File: src/rtl/plot_scheduler_if.sv
// Write-port and sequencing bundle between plot_scheduler, the clear plotter,
// the sprite plotters and the VGA adapter. The scheduler takes the master side.
interface plot_scheduler_if #(
    parameter int NREQ     = 3,
    parameter int COLOUR_W = 3
);
    logic                     frame_start;
    logic                     clr_rst_n;
    logic                     clr_enable;
    logic                     clr_done;
    logic [8:0]               clr_x;
    logic [7:0]               clr_y;
    logic [NREQ-1:0]          req;
    logic [NREQ-1:0]          req_done;
    logic [9*NREQ-1:0]        req_x;
    logic [8*NREQ-1:0]        req_y;
    logic [COLOUR_W*NREQ-1:0] req_colour;
    logic [NREQ-1:0]          grant;
    logic [8:0]               vga_x;
    logic [7:0]               vga_y;
    logic [COLOUR_W-1:0]      vga_colour;
    logic                     vga_plot;
    logic                     busy;
    logic                     frame_done;

    modport master (
        input  frame_start, clr_done, clr_x, clr_y,
               req, req_done, req_x, req_y, req_colour,
        output clr_rst_n, clr_enable, grant,
               vga_x, vga_y, vga_colour, vga_plot, busy, frame_done
    );

    modport slave (
        output frame_start, clr_done, clr_x, clr_y,
               req, req_done, req_x, req_y, req_colour,
        input  clr_rst_n, clr_enable, grant,
               vga_x, vga_y, vga_colour, vga_plot, busy, frame_done
    );
endinterface

File: src/rtl/plot_scheduler.sv
// Per-frame sequencer for the single VGA write port: clears the screen with the
// clear plotter, then hands the port round-robin to the sprite plotters, each at
// most once per frame, and pulses frame_done when everything has been drawn.
module plot_scheduler #(
    parameter int                  NREQ         = 3,
    parameter int                  COLOUR_W     = 3,
    parameter logic [COLOUR_W-1:0] CLEAR_COLOUR = {COLOUR_W{1'b0}}
) (
    input  logic             clk,
    input  logic             reset,
    plot_scheduler_if.master bus
);
    localparam int PTR_W = (NREQ > 1) ? $clog2(NREQ) : 1;

    typedef enum logic [2:0] {
        S_IDLE     = 3'd0,
        S_CLR_INIT = 3'd1,
        S_CLEAR    = 3'd2,
        S_ARB      = 3'd3,
        S_SERVE    = 3'd4,
        S_FDONE    = 3'd5
    } state_t;

    state_t              state_r;
    state_t              state_s;
    logic [NREQ-1:0]     grant_r;
    logic [NREQ-1:0]     finished_r;
    logic [PTR_W-1:0]    gidx_r;
    logic [PTR_W-1:0]    rr_ptr_r;
    logic                frame_done_r;

    logic [NREQ-1:0]     pending_s;
    logic [PTR_W-1:0]    pick_s;
    logic                pick_valid_s;
    logic                cur_req_s;
    logic                cur_done_s;
    logic                serve_end_s;
    logic [8:0]          slot_x_s;
    logic [7:0]          slot_y_s;
    logic [COLOUR_W-1:0] slot_colour_s;

    logic                clr_rst_n_s;
    logic                clr_enable_s;
    logic                vga_plot_s;
    logic [8:0]          vga_x_s;
    logic [7:0]          vga_y_s;
    logic [COLOUR_W-1:0] vga_colour_s;

    // Round-robin search of unserved requesters, starting just after the last winner
    always_comb begin
        int idx_v;
        pending_s    = bus.req & ~finished_r;
        pick_valid_s = 1'b0;
        pick_s       = '0;
        idx_v        = 0;
        for (int k = 1; k <= NREQ; k++) begin
            if (int'(rr_ptr_r) + k >= NREQ) begin
                idx_v = int'(rr_ptr_r) + k - NREQ;
            end else begin
                idx_v = int'(rr_ptr_r) + k;
            end
            if (!pick_valid_s && pending_s[PTR_W'(idx_v)]) begin
                pick_valid_s = 1'b1;
                pick_s       = PTR_W'(idx_v);
            end else begin
                pick_valid_s = pick_valid_s;
            end
        end
    end

    // Flags and pixel slice of the requester currently holding the grant
    always_comb begin
        cur_req_s     = 1'b0;
        cur_done_s    = 1'b0;
        slot_x_s      = 9'd0;
        slot_y_s      = 8'd0;
        slot_colour_s = {COLOUR_W{1'b0}};
        for (int i = 0; i < NREQ; i++) begin
            if (gidx_r == PTR_W'(i)) begin
                cur_req_s     = bus.req[i];
                cur_done_s    = bus.req_done[i];
                slot_x_s      = bus.req_x[9*i +: 9];
                slot_y_s      = bus.req_y[8*i +: 8];
                slot_colour_s = bus.req_colour[COLOUR_W*i +: COLOUR_W];
            end else begin
                cur_req_s = cur_req_s;
            end
        end
    end

    // A serve ends on the last pixel or when the sprite withdraws its request
    assign serve_end_s = !cur_req_s || cur_done_s;

    // Next-state logic of the frame sequencer
    always_comb begin
        state_s = state_r;
        case (state_r)
            S_IDLE: begin
                if (bus.frame_start) begin
                    state_s = S_CLR_INIT;
                end else begin
                    state_s = S_IDLE;
                end
            end
            S_CLR_INIT: state_s = S_CLEAR;
            S_CLEAR: begin
                if (bus.clr_done) begin
                    state_s = S_ARB;
                end else begin
                    state_s = S_CLEAR;
                end
            end
            S_ARB: begin
                if (pick_valid_s) begin
                    state_s = S_SERVE;
                end else begin
                    state_s = S_FDONE;
                end
            end
            S_SERVE: begin
                if (serve_end_s) begin
                    state_s = S_ARB;
                end else begin
                    state_s = S_SERVE;
                end
            end
            S_FDONE: state_s = S_IDLE;
            default: state_s = S_IDLE;
        endcase
    end

    // Write-port source selection and clear-plotter control per state
    always_comb begin
        clr_rst_n_s  = 1'b0;
        clr_enable_s = 1'b0;
        vga_plot_s   = 1'b0;
        vga_x_s      = 9'd0;
        vga_y_s      = 8'd0;
        vga_colour_s = {COLOUR_W{1'b0}};
        case (state_r)
            S_IDLE, S_CLR_INIT: begin
                clr_rst_n_s = 1'b0;
            end
            S_CLEAR: begin
                clr_rst_n_s  = 1'b1;
                clr_enable_s = 1'b1;
                vga_plot_s   = !bus.clr_done;
                vga_x_s      = bus.clr_x;
                vga_y_s      = bus.clr_y;
                vga_colour_s = CLEAR_COLOUR;
            end
            S_SERVE: begin
                // clear plotter stays parked on its done state until the next frame
                clr_rst_n_s  = 1'b1;
                vga_plot_s   = cur_req_s;
                vga_x_s      = slot_x_s;
                vga_y_s      = slot_y_s;
                vga_colour_s = slot_colour_s;
            end
            S_ARB, S_FDONE: begin
                clr_rst_n_s = 1'b1;
            end
            default: begin
                clr_rst_n_s = 1'b0;
            end
        endcase
    end

    // Sequencer state register
    always_ff @(posedge clk or posedge reset) begin
        if (reset) begin
            state_r <= S_IDLE;
        end else begin
            state_r <= state_s;
        end
    end

    // Grant, round-robin pointer, per-frame served mask and end-of-frame pulse
    always_ff @(posedge clk or posedge reset) begin
        if (reset) begin
            grant_r      <= {NREQ{1'b0}};
            gidx_r       <= {PTR_W{1'b0}};
            rr_ptr_r     <= PTR_W'(NREQ - 1);
            finished_r   <= {NREQ{1'b0}};
            frame_done_r <= 1'b0;
        end else begin
            frame_done_r <= (state_s == S_FDONE);
            case (state_r)
                S_CLR_INIT: begin
                    finished_r <= {NREQ{1'b0}};
                end
                S_ARB: begin
                    if (pick_valid_s) begin
                        grant_r  <= {{(NREQ-1){1'b0}}, 1'b1} << pick_s;
                        gidx_r   <= pick_s;
                        rr_ptr_r <= pick_s;
                    end else begin
                        grant_r <= {NREQ{1'b0}};
                    end
                end
                S_SERVE: begin
                    if (serve_end_s) begin
                        finished_r[gidx_r] <= 1'b1;
                        grant_r            <= {NREQ{1'b0}};
                    end else begin
                        grant_r <= grant_r;
                    end
                end
                default: begin
                    grant_r <= grant_r;
                end
            endcase
        end
    end

    assign bus.clr_rst_n  = clr_rst_n_s;
    assign bus.clr_enable = clr_enable_s;
    assign bus.vga_plot   = vga_plot_s;
    assign bus.vga_x      = vga_x_s;
    assign bus.vga_y      = vga_y_s;
    assign bus.vga_colour = vga_colour_s;
    assign bus.grant      = grant_r;
    assign bus.busy       = (state_r != S_IDLE);
    assign bus.frame_done = frame_done_r;
endmodule

File: src/flat_wrapper.sv
// flat-port wrapper written by rule: the top's interface ports become plain ports
module plot_scheduler_flat 
#(
    parameter int                  NREQ         = 3,
    parameter int                  COLOUR_W     = 3,
    parameter logic [COLOUR_W-1:0] CLEAR_COLOUR = {COLOUR_W{1'b0}}
)
  (clk, reset, bus_frame_start, bus_clr_done, bus_clr_x, bus_clr_y, bus_req, bus_req_done, bus_req_x, bus_req_y, bus_req_colour, bus_clr_rst_n, bus_clr_enable, bus_grant, bus_vga_x, bus_vga_y, bus_vga_colour, bus_vga_plot, bus_busy, bus_frame_done);
  plot_scheduler_if #(.NREQ(NREQ), .COLOUR_W(COLOUR_W)) bus_i ();
  input  logic clk;
  input  logic reset;
  input wire logic [$bits(bus_i.frame_start)-1:0] bus_frame_start;
  input wire logic [$bits(bus_i.clr_done)-1:0] bus_clr_done;
  input wire logic [$bits(bus_i.clr_x)-1:0] bus_clr_x;
  input wire logic [$bits(bus_i.clr_y)-1:0] bus_clr_y;
  input wire logic [$bits(bus_i.req)-1:0] bus_req;
  input wire logic [$bits(bus_i.req_done)-1:0] bus_req_done;
  input wire logic [$bits(bus_i.req_x)-1:0] bus_req_x;
  input wire logic [$bits(bus_i.req_y)-1:0] bus_req_y;
  input wire logic [$bits(bus_i.req_colour)-1:0] bus_req_colour;
  output wire logic [$bits(bus_i.clr_rst_n)-1:0] bus_clr_rst_n;
  output wire logic [$bits(bus_i.clr_enable)-1:0] bus_clr_enable;
  output wire logic [$bits(bus_i.grant)-1:0] bus_grant;
  output wire logic [$bits(bus_i.vga_x)-1:0] bus_vga_x;
  output wire logic [$bits(bus_i.vga_y)-1:0] bus_vga_y;
  output wire logic [$bits(bus_i.vga_colour)-1:0] bus_vga_colour;
  output wire logic [$bits(bus_i.vga_plot)-1:0] bus_vga_plot;
  output wire logic [$bits(bus_i.busy)-1:0] bus_busy;
  output wire logic [$bits(bus_i.frame_done)-1:0] bus_frame_done;
  assign bus_i.frame_start = bus_frame_start;
  assign bus_i.clr_done = bus_clr_done;
  assign bus_i.clr_x = bus_clr_x;
  assign bus_i.clr_y = bus_clr_y;
  assign bus_i.req = bus_req;
  assign bus_i.req_done = bus_req_done;
  assign bus_i.req_x = bus_req_x;
  assign bus_i.req_y = bus_req_y;
  assign bus_i.req_colour = bus_req_colour;
  assign bus_clr_rst_n = bus_i.clr_rst_n;
  assign bus_clr_enable = bus_i.clr_enable;
  assign bus_grant = bus_i.grant;
  assign bus_vga_x = bus_i.vga_x;
  assign bus_vga_y = bus_i.vga_y;
  assign bus_vga_colour = bus_i.vga_colour;
  assign bus_vga_plot = bus_i.vga_plot;
  assign bus_busy = bus_i.busy;
  assign bus_frame_done = bus_i.frame_done;
  plot_scheduler #(.NREQ(NREQ), .COLOUR_W(COLOUR_W), .CLEAR_COLOUR(CLEAR_COLOUR)) u_core (.clk(clk), .reset(reset), .bus(bus_i));
endmodule
File: config.mk
export PLATFORM = sky130hd
export DESIGN_NAME = plot_scheduler_flat
export DESIGN_NICKNAME = d
export VERILOG_FILES = /design/src/rtl/plot_scheduler_if.sv /design/src/rtl/plot_scheduler.sv /design/src/flat_wrapper.sv
export SDC_FILE = /design/constraint.sdc
export NUM_CORES = 1
export LEC_CHECK = 0
export ABC_AREA = 0
export CAP_MARGIN = 15
export CORE_AREA = 4 4 81 64
export CTS_CLUSTER_SIZE = 10
export DETAILED_ROUTE_END_ITERATION = 8
export DIE_AREA = 0 0 85 68
export HOLD_SLACK_MARGIN = 0.03
export PLACE_DENSITY = 0.86
export SETUP_SLACK_MARGIN = 0.5
export SLEW_MARGIN = 25
export SYNTH_ARGS = -nofsm -noshare
export SYNTH_HDL_FRONTEND = slang
export SYNTH_SLANG_ARGS = --single-unit
File: constraint.sdc
create_clock -name clk -period 2.6 [get_ports clk]
set_clock_uncertainty 0.1 [all_clocks]
set_input_delay 0.26 -clock clk [delete_from_list [all_inputs] [get_ports clk]]
set_output_delay 0.26 -clock clk [all_outputs]
set_load 0.01 [all_outputs]
==> results of run 1 <==
[Yosys cell counts (all sizes together)]
master | number | area [µm²]
or4b | 1 | 10.0
a21oi | 27 | 135
nand4bb | 1 | 11.3
o311ai | 1 | 8.76
dfrtp | 12 | 300
o22ai | 1 | 6.26
nor2b | 1 | 6.26
nand2b | 4 | 25.0
mux2 | 1 | 11.3
a32o | 2 | 20.0
nand3 | 1 | 5.00
o21a | 1 | 7.51
o2bb2ai | 2 | 17.5
a21o | 4 | 30.0
mux2i | 22 | 220
a31o | 1 | 8.76
or3b | 2 | 17.5
nand4 | 1 | 6.26
nand3b | 1 | 7.51
nor2 | 28 | 108
o211ai | 1 | 7.51
or3 | 1 | 6.26
ha | 3 | 37.5
clkinv | 1 | 3.75
and3b | 1 | 8.76
nand4b | 1 | 8.76
o2111a | 1 | 12.5
nor3 | 3 | 15.0
a211o | 1 | 8.76
or4 | 1 | 7.51
buf | 7 | 41.3
o21ai | 23 | 126
xor2 | 1 | 8.76
nand2 | 24 | 90.1
dfstp | 1 | 26.3
a31oi | 2 | 12.5
inv | 6 | 22.5
and2 | 3 | 18.8
clkbuf | 7 | 26.3
o41ai | 1 | 8.76
[power by group]
part	switching, mW	internal (mW)	leakage, nW
sequential	0.0856	0.292	0.165
combinational	1.06	1.02	1.04
clock	0.0751	0.109	0.0228
[sequential cells by signal (all words and copies together), names as in the netlist]
| name | flops |
|---|---|
| u_core.bus.grant | 3 |
| u_core.finished_r | 3 |
| u_core.state_r | 3 |
| u_core.rr_ptr_r | 2 |
| u_core.bus.frame_done | 1 |
| u_core.gidx_r | 1 |
[layout make-up]
| cell class | count | share of cell area, % |
|---|---|---|
| Tap cell | 57 | 2.51 |
| Inverter | 7 | 1.27 |
| Timing Repair inverter | 1 | 0.308 |
| Timing Repair Buffer | 134 | 43.6 |
| Multi-Input combinational cell | 169 | 39.1 |
| Sequential cell | 13 | 11.6 |
| Clock buffer | 4 | 1.58 |
[worst max-delay path by stage]
stage                                        to  cells after the start                           start
floorplan           u_core.state_r[0]$_DFF_PP0_                      8  u_core.rr_ptr_r[1]$_DFFE_PP1P_
global placement                   bus_vga_y[6]                      5     u_core.state_r[0]$_DFF_PP0_
detailed placement                 bus_vga_y[6]                      5     u_core.state_r[1]$_DFF_PP0_
CTS                 u_core.state_r[0]$_DFF_PP0_                      7  u_core.rr_ptr_r[1]$_DFFE_PP1P_
global route        u_core.state_r[0]$_DFF_PP0_                      7  u_core.rr_ptr_r[1]$_DFFE_PP1P_
finish              u_core.state_r[0]$_DFF_PP0_                      7  u_core.rr_ptr_r[1]$_DFFE_PP1P_
[critical path: stages (launching register included)]
cell and delay (ns):
sky130_fd_sc_hd__dfstp_2 0.55, sky130_fd_sc_hd__inv_2 0.06, sky130_fd_sc_hd__ha_4 0.23, sky130_fd_sc_hd__or4b_1 0.50, sky130_fd_sc_hd__o2111a_2 0.17, sky130_fd_sc_hd__o21ai_4 0.12
sky130_fd_sc_hd__nor2_2 0.06, sky130_fd_sc_hd__or3b_1 0.34
[repair_timing]
item	4_1_cts	5_1_grt
cloned	1	0
endpoints found under the setup margin	28	25
resized for setup	45	47
pin swaps	2	1
buffers inserted	8	6
[routing by layer]
metal  wire length (µm)  global-route usage (%)  vias up  part of all wire, %
li1                   -                       -      971                    -
met1               2460                    24.3      907                   41
met2               2950                    34.1       86                   50
met3                463                    5.17        6                  7.8
met4                 82                    7.11        0                  1.4
met5                  0                       0        -                    0
[stage by stage]
step	hold WS [ns]	instance area, µm²	power [mW]	utilization, %	std cells
3_3_place_gp	0.381	2670	2.14	60.8	366
4_1_cts	0.268	2840	2.54	64.8	379
2_1_floorplan	0.0362	1480	1.49	-	203
6_report	0.245	2850	2.64	64.9	385
5_1_grt	0.305	2850	2.84	64.9	385
3_5_place_dp	0.404	2670	2.18	60.8	366
[cells by family after synthesis]
group / share of synthesized area (%)
and+or+nand+nor: 24.1
AOI/OAI and AO/OA: 28.1
muxes: 15.9
buffers and inverters: 6.43
DFF: 22.4
adders and majority gates: 2.57
xor gates and xnor gates: 0.600
==> results_dict.tcl, run 1 <==
set metrics [dict create \
    outcome "finished, final reports clean" \
    worst_setup_path_end_kind "flip-flop" \
    pwr_per_cell_area_nw_per_um2 926 \
    routed-via-count 1970 \
    worst-r2r-cell-count 7 \
    cts_tree "built" \
    io_pins 115 \
    fillerInstances 364 \
    detail_route.wirelength_um 5960 \
    dp_slack_ns 0.177 \
    final_hold_viol_count 0 \
    syn-mean-instance-area_um2 7.19 \
    period_share_pct 86.4 \
    syn_to_final_growth_pct 94.9 \
    ant_nets 0 \
    finalCriticalPeriod_ns 2.25 \
    floorplan.die_area_um2 5780 \
    worst_slew_pin_tran_ns 0.530 \
    ys_seq_area_share_pct 22.4 \
    count_of_antenna_diodes_in_the_layout 0 \
    first_global_vias 1913 \
    worst-endpoint-required_ns 2.63 \
    nets 419 \
    maximum_number_of_pins_on_one_net_before_global_route_repair 25 \
    final.setup.worst_slack_ns 0.354 \
    maximum_vdd_drop_mv 0.524 \
    grt_util_all_layers_pct 19.9 \
    grt_antenna_before_repair 0 \
    port_buffers 114 \
    drt_first_iter_violations 171 \
    cap_viol_max_count 0 \
    cts.hold.buffers_added 0 \
    wire_length_of_the_first_global_routing_pass_um 9110 \
    yosys_register_bits 13 \
    multiInputGateArea_um2 1110 \
    core_area_um2 4390 \
    r2r_slack_ns 0.35 \
    start_kind "flip-flop" \
    timing.rr.end "u_core.state_r[0]$_DFF_PP0_" \
    dp_hpwl_um 4460 \
    clock_insertion_delay_worst_skew_ns 0.25 \
    fmax_mhz 445 \
    post_drt_wl_per_cell_um 15.5 \
    final-seq-area_um2 330 \
    timing_worst_setup_path_type "flip-flop to flip-flop" \
    drive_above_1_share_pct 18.9 \
    syn-instance-count 203 \
    finalMaxSlewViolations 0 \
    hold_class "primary input to async pin" \
    timing.critical_path.fanout_max 5 \
    drc 0 \
    rsz0062_at_grt "yes" \
    drtPass1Iterations 4 \
    mappedNetlistArea_um2 1460 \
    yosysWarnings 0 \
    initial_utilization_pct 33.3 \
    fin_tns_setup_ns 0 \
    placement_rows 21 \
    synthDistinctLibCells 45 \
    final_common_cell "sky130_fd_sc_hd__clkdlybuf4s50_1" \
    ctsRootBufferMaster "sky130_fd_sc_hd__clkbuf_8" \
    r2r-start "u_core.rr_ptr_r[1]$_DFFE_PP1P_" \
    die_width_um 85 \
    gr-total-overflow 0 \
    ctsLongestPathBuffers 2 \
    tritoncts_num_sinks 13 \
    total_leakage_power_nw 1.23 \
    numCtsBuffers 3 \
    post_drt_via_cell_ratio 5.12 \
    worst-endpoint-arrival_ns 2.27 \
    floorplan.die.height_um 68 \
    max_slew_margin_pct 64.4 \
    clkSlewWorstSetupHoldPaths_ns 0.05 \
    most_frequent_cells_in_the_layout "sky130_fd_sc_hd__clkdlybuf4s50_1 (92), sky130_fd_sc_hd__a21oi_1 (27), sky130_fd_sc_hd__nor2_1 (26)" \
    gp_congestion 1.02 \
    synth_nets 293 \
    finalSetupViolCount 0 \
    h-tree-depth 1 \
]
No activity file was read; power rests on OpenSTA's default activity.
==> run 2, diff against run 1 <==
--- a/config.mk
+++ b/config.mk
@@ -11,6 +11,7 @@
 export CTS_CLUSTER_SIZE = 10
 export DETAILED_ROUTE_END_ITERATION = 8
 export DIE_AREA = 0 0 85 68
+export GPL_ROUTABILITY_DRIVEN = 0
 export HOLD_SLACK_MARGIN = 0.03
 export PLACE_DENSITY = 0.86
 export SETUP_SLACK_MARGIN = 0.5
==> results of run 2 <==
Final layout, timing and power as in run 1 (identical DEF).
